File: src/rtl/pwm_duty_meter.sv
// PWM input meter: measures period and high time of iPWM and converts them to an 8-bit duty
// code (floor(high*256/period), saturating at 255) with a 9-step restoring divider.
module pwm_duty_meter #(
  parameter int unsigned TPWM_MAX = 4095,
  localparam int unsigned NCNT = $clog2(TPWM_MAX + 1)
) (
  input  logic            clock,
  input  logic            reset,
  input  logic            iPWM,
  output logic [7:0]      duty,
  output logic [NCNT-1:0] period,
  output logic            valid,
  output logic            stuck,
  output logic            locked
);

  localparam int unsigned MIN_PERIOD = 16;
  localparam int unsigned PW = NCNT + 1;  // snapshot width: P can reach TPWM_MAX+1
  localparam int unsigned RW = PW + 1;    // remainder width: holds up to 2*P

  localparam logic [NCNT-1:0] CntMax = NCNT'(TPWM_MAX);
  localparam logic [PW-1:0]   PMax   = PW'(TPWM_MAX);
  localparam logic [PW-1:0]   PMin   = PW'(MIN_PERIOD);

  localparam logic [1:0] D_IDLE = 2'd0;
  localparam logic [1:0] D_RUN  = 2'd1;
  localparam logic [1:0] D_DONE = 2'd2;

  logic            s1_q, s2_q, s3_q;
  logic [NCNT-1:0] pcnt_q, pcnt_d;
  logic [NCNT-1:0] hcnt_q, hcnt_d;
  logic            armed_q, armed_d;
  logic [1:0]      state_q, state_d;
  logic [3:0]      iter_q, iter_d;
  logic [RW-1:0]   rem_q, rem_d;
  logic [8:0]      quo_q, quo_d;
  logic [PW-1:0]   div_q, div_d;
  logic [7:0]      duty_q, duty_d;
  logic [NCNT-1:0] period_q, period_d;
  logic            valid_q, valid_d;
  logic            stuck_q, stuck_d;
  logic            locked_q, locked_d;

  logic          rise, busy, timeout, result_load, trial_ge;
  logic [PW-1:0] p_snap, h_snap;
  logic [RW-1:0] div_ext, rem_sub;
  logic [8:0]    quo_step;

  assign rise   = s2_q & ~s3_q;
  assign p_snap = {1'b0, pcnt_q} + {{NCNT{1'b0}}, 1'b1};
  assign h_snap = {1'b0, hcnt_q} + {{NCNT{1'b0}}, s2_q};
  assign busy   = (state_q != D_IDLE);

  // One restoring step: compare, conditionally subtract, shift the remainder for the next bit.
  assign div_ext     = {1'b0, div_q};
  assign trial_ge    = (rem_q >= div_ext);
  assign rem_sub     = trial_ge ? (rem_q - div_ext) : rem_q;
  assign quo_step    = (quo_q << 1) | {8'b0, trial_ge};
  assign result_load = (state_q == D_RUN) && (iter_q == 4'd8);

  // Only an armed meter can time out; once disarmed it waits silently for fresh edges.
  assign timeout = armed_q && (pcnt_q == CntMax) && !rise;

  always_comb begin
    pcnt_d   = pcnt_q;
    hcnt_d   = hcnt_q;
    armed_d  = armed_q;
    state_d  = state_q;
    iter_d   = iter_q;
    rem_d    = rem_q;
    quo_d    = quo_q;
    div_d    = div_q;
    duty_d   = duty_q;
    period_d = period_q;
    valid_d  = 1'b0;
    stuck_d  = stuck_q;
    locked_d = locked_q;

    if (rise) begin
      pcnt_d = '0;
      hcnt_d = '0;
    end else begin
      if (pcnt_q != CntMax) pcnt_d = pcnt_q + 1'b1;
      if (s2_q && (hcnt_q != CntMax)) hcnt_d = hcnt_q + 1'b1;
    end

    case (state_q)
      D_RUN: begin
        quo_d  = quo_step;
        rem_d  = rem_sub << 1;
        iter_d = iter_q + 4'd1;
        if (result_load) begin
          state_d  = D_DONE;
          duty_d   = quo_step[8] ? 8'hFF : quo_step[7:0];
          period_d = (div_q > PMax) ? CntMax : div_q[NCNT-1:0];
          stuck_d  = 1'b0;
          locked_d = 1'b1;
          valid_d  = 1'b1;
        end
      end
      D_DONE:  state_d = D_IDLE;
      default: state_d = D_IDLE;
    endcase

    if (rise) begin
      if (!armed_q) begin
        armed_d = 1'b1;
      end else if (busy || (p_snap < PMin)) begin
        locked_d = 1'b0;
      end else begin
        state_d = D_RUN;
        iter_d  = 4'd0;
        quo_d   = '0;
        rem_d   = {1'b0, h_snap};
        div_d   = p_snap;
      end
    end else if (timeout && !result_load) begin
      duty_d   = s2_q ? 8'hFF : 8'h00;
      period_d = '0;
      stuck_d  = 1'b1;
      locked_d = 1'b0;
      valid_d  = 1'b1;
      armed_d  = 1'b0;
    end
  end

  always_ff @(posedge clock) begin
    if (reset) begin
      s1_q     <= 1'b0;
      s2_q     <= 1'b0;
      s3_q     <= 1'b0;
      pcnt_q   <= '0;
      hcnt_q   <= '0;
      armed_q  <= 1'b0;
      state_q  <= D_IDLE;
      iter_q   <= '0;
      rem_q    <= '0;
      quo_q    <= '0;
      div_q    <= '0;
      duty_q   <= '0;
      period_q <= '0;
      valid_q  <= 1'b0;
      stuck_q  <= 1'b0;
      locked_q <= 1'b0;
    end else begin
      s1_q     <= iPWM;
      s2_q     <= s1_q;
      s3_q     <= s2_q;
      pcnt_q   <= pcnt_d;
      hcnt_q   <= hcnt_d;
      armed_q  <= armed_d;
      state_q  <= state_d;
      iter_q   <= iter_d;
      rem_q    <= rem_d;
      quo_q    <= quo_d;
      div_q    <= div_d;
      duty_q   <= duty_d;
      period_q <= period_d;
      valid_q  <= valid_d;
      stuck_q  <= stuck_d;
      locked_q <= locked_d;
    end
  end

  assign duty   = duty_q;
  assign period = period_q;
  assign valid  = valid_q;
  assign stuck  = stuck_q;
  assign locked = locked_q;

endmodule

File: config.mk
export PLATFORM = sky130hd
export DESIGN_NAME = pwm_duty_meter
export DESIGN_NICKNAME = d
export VERILOG_FILES = /design/src/rtl/pwm_duty_meter.sv
export SDC_FILE = /design/constraint.sdc
export NUM_CORES = 1
export LEC_CHECK = 0
export ABC_AREA = 1
export BUFFER_PORTS_ARGS = -buffer_cell sky130_fd_sc_hd__buf_2
export CELL_PAD_IN_SITES_DETAIL_PLACEMENT = 1
export CELL_PAD_IN_SITES_GLOBAL_PLACEMENT = 1
export CORE_AREA = 2 2 108 110
export CTS_BUF_LIST = sky130_fd_sc_hd__clkbuf_8
export CTS_CLUSTER_DIAMETER = 50
export DETAILED_ROUTE_END_ITERATION = 8
export DIE_AREA = 0 0 110 112
export GPL_TIMING_DRIVEN = 0
export PLACE_DENSITY_LB_ADDON = 0.15
export SLEW_MARGIN = 20
export SYNTH_ARGS = -nofsm -noshare
export SYNTH_HDL_FRONTEND = slang
export SYNTH_SLANG_ARGS = --single-unit
File: constraint.sdc
create_clock -name clock -period 2.4 [get_ports clock]
set_input_delay 0.48 -clock clock [delete_from_list [all_inputs] [get_ports clock]]
set_output_delay 0.48 -clock clock [all_outputs]
set_load 0.01 [all_outputs]
Word-level counts from Yosys, hierarchy flattened
Cells that the tools add are included.
{"block": "op_classes", "add_sub_neg": 6, "n_mul": 0, "div": 0, "order_cmp": 3, "eq_ne": 5, "shift": 0, "mux": 45, "bitwise_logic": 4, "n_reduce_logical": 12}
{"cell": "12-bit 2-to-1 mux", "count": 5}
{"cell": "14-bit 2-to-1 mux", "count": 4}
{"cell": "8-bit 2-to-1 mux", "count": 6}
{"cell": "9-bit 2-to-1 mux", "count": 4}
{"cell": "12-bit by 1-bit adder with 12-bit output, second input constant", "count": 2}
{"cell": "12-bit inequality test, second input constant", "count": 2}
{"cell": "1-bit 2-to-1 mux", "count": 16}
{"cell": "4-bit 2-to-1 mux", "count": 4}
{"cell": "14-bit by 13-bit >= comparator with 1-bit output", "count": 1}
{"cell": "12-bit by 1-bit adder with 13-bit output", "count": 1}
{"cell": "12-bit by 1-bit adder with 13-bit output, second input constant", "count": 1}
{"cell": "13-bit by 12-bit > comparator with 1-bit output, second input constant", "count": 1}
{"cell": "13-bit by 5-bit less-than comparator with 1-bit output, second input constant", "count": 1}
{"cell": "13-bit 2-to-1 mux", "count": 1}
{"cell": "13-bit subtractor", "count": 1}
{"cell": "12-bit == test, second input constant", "count": 1}
{"cell": "2-bit 2-to-1 mux", "count": 5}
{"cell": "9-bit by 1-bit bitwise OR with 9-bit output", "count": 1}
{"cell": "1-bit logical AND", "count": 5}
{"cell": "4-bit by 1-bit adder with 4-bit output, second input constant", "count": 1}
{"cell": "4-bit == test, second input constant", "count": 1}
{"cell": "2-bit nonzero test", "count": 2}
{"cell": "3-bit AND reduction", "count": 1}
{"cell": "2-bit by 1-bit == test with 1-bit output, second input constant", "count": 1}
{"cell": "other kinds (5)", "count": 7}
{"block": "word_totals", "regBits": 93, "latchBits": 0, "ram_bits": 0, "romBits": 0, "inputBits": 3, "out_inout_bits": 23, "word_cells": 91, "memories": 0}

Logic depth before layout (Yosys ltp)
{"block": "logic_depth", "word_depth": 7, "depth_mapped": 16, "mapped_depth_nobuf": 16}

Least setup slack after synthesis
No wires, ideal clock.
{"block": "synth_timing", "path_kind": "register to register", "start": "register rem_q[0]", "end": "register rem_q[10]", "setup_ns": 0.113, "t_arrival_ns": 1.930, "t_required_ns": 2.287, "slack_ns": 0.357, "stages_incl_launch_ff": 16, "n_path_buf": 1, "period_less_slack_ns": 2.043, "cell_sequence": "dfxtp_1 inv_1 ha_1 inv_1 fa_1 nand2_1 nand2_1 nand3_1 nand2_1 nand3_1 nand2_1 buf_4 o21ai_0 nor2_1 nor2_1 nor2_1"}
{"block": "synth_between", "elab_chain_len": 6, "elab_cells_between_ends": 7, "classes_between": "1 x add/sub; 1 x order compare; 5 x mux"}
{"item": "from (decl)", "line": "35", "rtl": "logic [RW-1:0] rem_q, rem_d;"}
{"item": "from (signal assigned)", "line": "154", "rtl": "rem_q <= rem_d;"}
{"item": "13-bit subtractor / 14-bit by 13-bit >= comparator with 1-bit output (equally long branches)", "line": "57, 56"}
{"item": "13-bit 2-to-1 mux *", "line": "57", "rtl": "assign rem_sub = trial_ge ? (rem_q - div_ext) : rem_q;"}
{"item": "14-bit 2-to-1 mux *", "line": "87", "rtl": "case (state_q)"}
{"item": "14-bit 2-to-1 mux", "line": "108", "rtl": "end else if (busy || (p_snap < PMin)) begin"}
{"item": "14-bit 2-to-1 mux", "line": "106", "rtl": "if (!armed_q) begin"}
{"item": "14-bit 2-to-1 mux *", "line": "105", "rtl": "if (rise) begin"}
Every way passes the cells marked *; elsewhere a longest branch is shown, timed or not.
A chain may end at the register's enable or synchronous reset.

Worst setup path in the final report
{"block": "layout_timing", "start": "register div_q[4]", "end": "register rem_q[1]"}
{"block": "layout_between", "elab_chain_len": 6}
{"item": "from (decl)", "line": "37", "rtl": "logic [PW-1:0] div_q, div_d;"}
{"item": "from (signal assigned)", "line": "156", "rtl": "div_q <= div_d;"}
{"item": "14-bit by 13-bit >= comparator with 1-bit output *", "line": "56", "rtl": "assign trial_ge = (rem_q >= div_ext);"}
{"item": "13-bit 2-to-1 mux *", "line": "57"}
{"item": "14-bit 2-to-1 mux *", "line": "87"}
{"item": "14-bit 2-to-1 mux", "line": "108"}
{"item": "14-bit 2-to-1 mux", "line": "106"}
{"item": "14-bit 2-to-1 mux *", "line": "105"}
Marks and branches as above.

==> results.cfg <==
[status]
status = complete, no violations

[critical_path]
slowest_stage = ha_4
crit_top_cell = nand2_1
critical-path-max-stage-delay_ns = 0.33
required_ns = 2.66
path_cells = inv_1 > ha_4 > nand2_1 > nor2_4 > nand2_1 > nor3_2 > nor2_4 > nand2_2 > buf_6 > nand2_1 > nand3_1 > o21ai_0 > nor2_1 > nor2_1
path_max_fanout = 10
worstSetupStartpointType = flip-flop
worst-setup-path-type = flip-flop to flip-flop
path_buf_inv = 2
crit_family = simple AND/OR/NAND/NOR gates
cp-end-kind = flip-flop
worst-endpoint-arrival_ns = 2.51

[final_layout]
ff_latch_area_um2 = 1843
drive_gt1_share_pct = 12.06
fin_nets = 822
fin_cells = 947
diodes = 0
final_cell_mix = nand2_1, nor2_1, inv_1, dfxtp_1
final_common_cell = nand2_1
syn_to_final_growth_pct = 14.61
multi_input_area_um2 = 2845
fillers = 1519

[sta]
fmax_mhz = 445.0
worstMarginPinSlew_ns = 0.6178
rsz0062_at_grt = true
setup_viol = 0
fin_crit_ns = 2.247
setup_ws_ns = 0.1527
fin_hold_ws_ns = 0.3199
skew_ns = 0.02398
hold_viol = 0
timing.slew.headroom_pct = 58.81
slew_viol_final = 0
setup_tns_ns = 0
period_share_pct = 93.64

[drt]
route.vias.total = 4960
routed-wl-met3_um = 345
dr_wl_met2_um = 7435
first_iter_violations = 297
avgViaCountPerCell = 5.238
highest_layer = met4
routedWlPerCell_um = 16.03
wirelength_met1_um = 7202
wl_um = 15180
drt_first_pass_iters = 4
ant_nets = 0
route.detailed.drc = 0

[clock_tree]
htree_levels = 3
cts_hold_buf = 0
numCtsBuffers = 9
insertion_delay_ns = 0.38
root_buffer = clkbuf_8
cts_buffer_depth = 2
tritoncts = done
cts.sinks = 92
path_clk_slew_ns = 0.09

[place]
place.gp.congestion = 0.8966
port_buffers = 25
dp_cells = 925
hpwl_um = 11710
place_ws_ns = -0.1628

[synth]
synth_edf_count = 0
ys_warn_count = 0
syn_area_um2 = 5027
ys_types = 37
avgSynthCellArea_um2 = 6.641
syn-num-nets = 780
ys_ff_latch = 92
yosysSeqAreaShare_pct = 36.64
synthArstFlopShare_pct = 0
synth_cells = 757
synthFlopType = dfxtp_1

[die]
die_area_um2 = 12320
start_util_pct = 44.99
core_area_um2 = 11170
ios = 26
die-width_um = 110
die_h_um = 112
fp-row-count = 39

[hold_path]
hold_path_class = input pin to flip-flop

[global_routing]
grt_antenna_before_repair = 0
grt_max_degree = 17
overflow = 0
grt_pass1_wl_um = 24340
grt_use_total_pct = 25.25
grt_pass1_vias = 5076

[power]
p_sw_share_pct = 24.86
p_comb_share_pct = 2.9
p_int_mw = 1.969
p_switching_mw = 0.6516
p_leak_nw = 2.859
clkPwrFrac_pct = 38.3
power_frac_seq_pct = 58.8
peakVddDrop_uv = 458.2
powerDensity_nw_per_um2 = 454.8

[flow_run]
drv_cap = 0
## worst min-delay path: cells and delay by family
kind	cells	cell delay, ns
buffers and inverters	2	0.14
AND/OR/NAND/NOR	1	0.03
## metal layers
metal	global-route usage (%)	up-vias
li1	-	2488
met4	6.920	0
met5	0	-
met2	43.44	54
met1	32.46	2404
met3	3.806	14
## cells in the mapped netlist (2+ instances only)
master / instances / area, um^2
nand3_1: 39 / 195.2
nor2_2: 4 / 25.02
o21ai_1: 9 / 45.04
nand4_1: 10 / 62.56
dfxtp_1: 92 / 1842
inv_1: 98 / 367.9
o21ai_0: 43 / 215.2
or2_2: 2 / 12.51
nand3_2: 3 / 30.03
o21bai_1: 3 / 22.52
xnor2_1: 7 / 61.31
clkbuf_1: 15 / 56.30
o22ai_1: 8 / 50.05
nor2_1: 114 / 427.9
inv_2: 2 / 7.510
a21oi_1: 27 / 135.1
ha_1: 19 / 237.7
nand2_1: 198 / 743.2
buf_4: 2 / 15.01
nor3_1: 10 / 50.05
buf_2: 5 / 25.02
a31oi_1: 4 / 25.02
nand3b_1: 5 / 37.54
buf_6: 4 / 45.04
xor2_1: 14 / 122.6
a311oi_1: 9 / 78.83
## through the flow
| stage | util (%) | power [mW] | area [um^2] |
|---|---|---|---|
| finish | 51.56 | 2.621 | 5762 |
| CTS | 49.48 | 2.642 | 5529 |
| global placement | 47.71 | 1.647 | 5331 |
| floorplan | - | 1.622 | 5027 |
| global route | 51.56 | 2.725 | 5762 |
| detailed placement | 47.71 | 1.650 | 5331 |
## cell type report
type                    instances  share of cell area (%)
multi-input cells             538                   49.38
flip-flops and latches         92                   31.99
inverters                     100                   6.580
well taps                     143                   3.105
repair buffers                 32                   3.084
plain buffers                  26                   2.628
clock buffers                  10                   2.389
clock inverters                 6                  0.8469
## sequential cells by signal, indices dropped and copies added, names as in the netlist
name / count
armed_q: 1
div_q: 13
duty: 8
hcnt_q: 12
iter_q: 4
locked: 1
pcnt_q: 12
period: 12
quo_q: 8
rem_q: 14
s1_q: 1
s2_q: 1
s3_q: 1
state_q: 2
stuck: 1
valid: 1
## power groups by stage
stage	Sequential, mW	Combinational, mW	Clock (mW)
final	1.54	0.0748	1.00
after global routing	1.54	0.0833	1.10
after CTS	1.54	0.0744	1.03
after detailed placement	1.58	0.0731	0
after global placement	1.58	0.0710	0
after floorplan	1.57	0.0470	0
## cells by family after synthesis
logic type | Yosys count | share of synthesized area (%)
adders and majority gates | 20 | 5.127
and+or+nand+nor | 390 | 32.23
DFF | 92 | 36.64
xor gates and xnor gates | 21 | 3.659
buffers and inverters | 127 | 10.35
AOI/OAI and AO/OA | 107 | 12.00
## repair_timing
item	in CTS	in global routing
hold endpoints to repair	0	0
pin swaps	0	6
setup endpoints to repair	13	38
resized for setup	4	35
setup buffers	0	7
## path summary, 6_finish.rpt
check             end  slack [ns]  depth (start not counted)     start
max          rem_q[1]        0.15                         14  div_q[4]
min              s1_q        0.32                          3      iPWM
max reg2reg  rem_q[1]        0.15                         14  div_q[4]
min reg2reg      s2_q        0.43                          2      s1_q
Note: power is estimated with default switching activity, not from simulation.
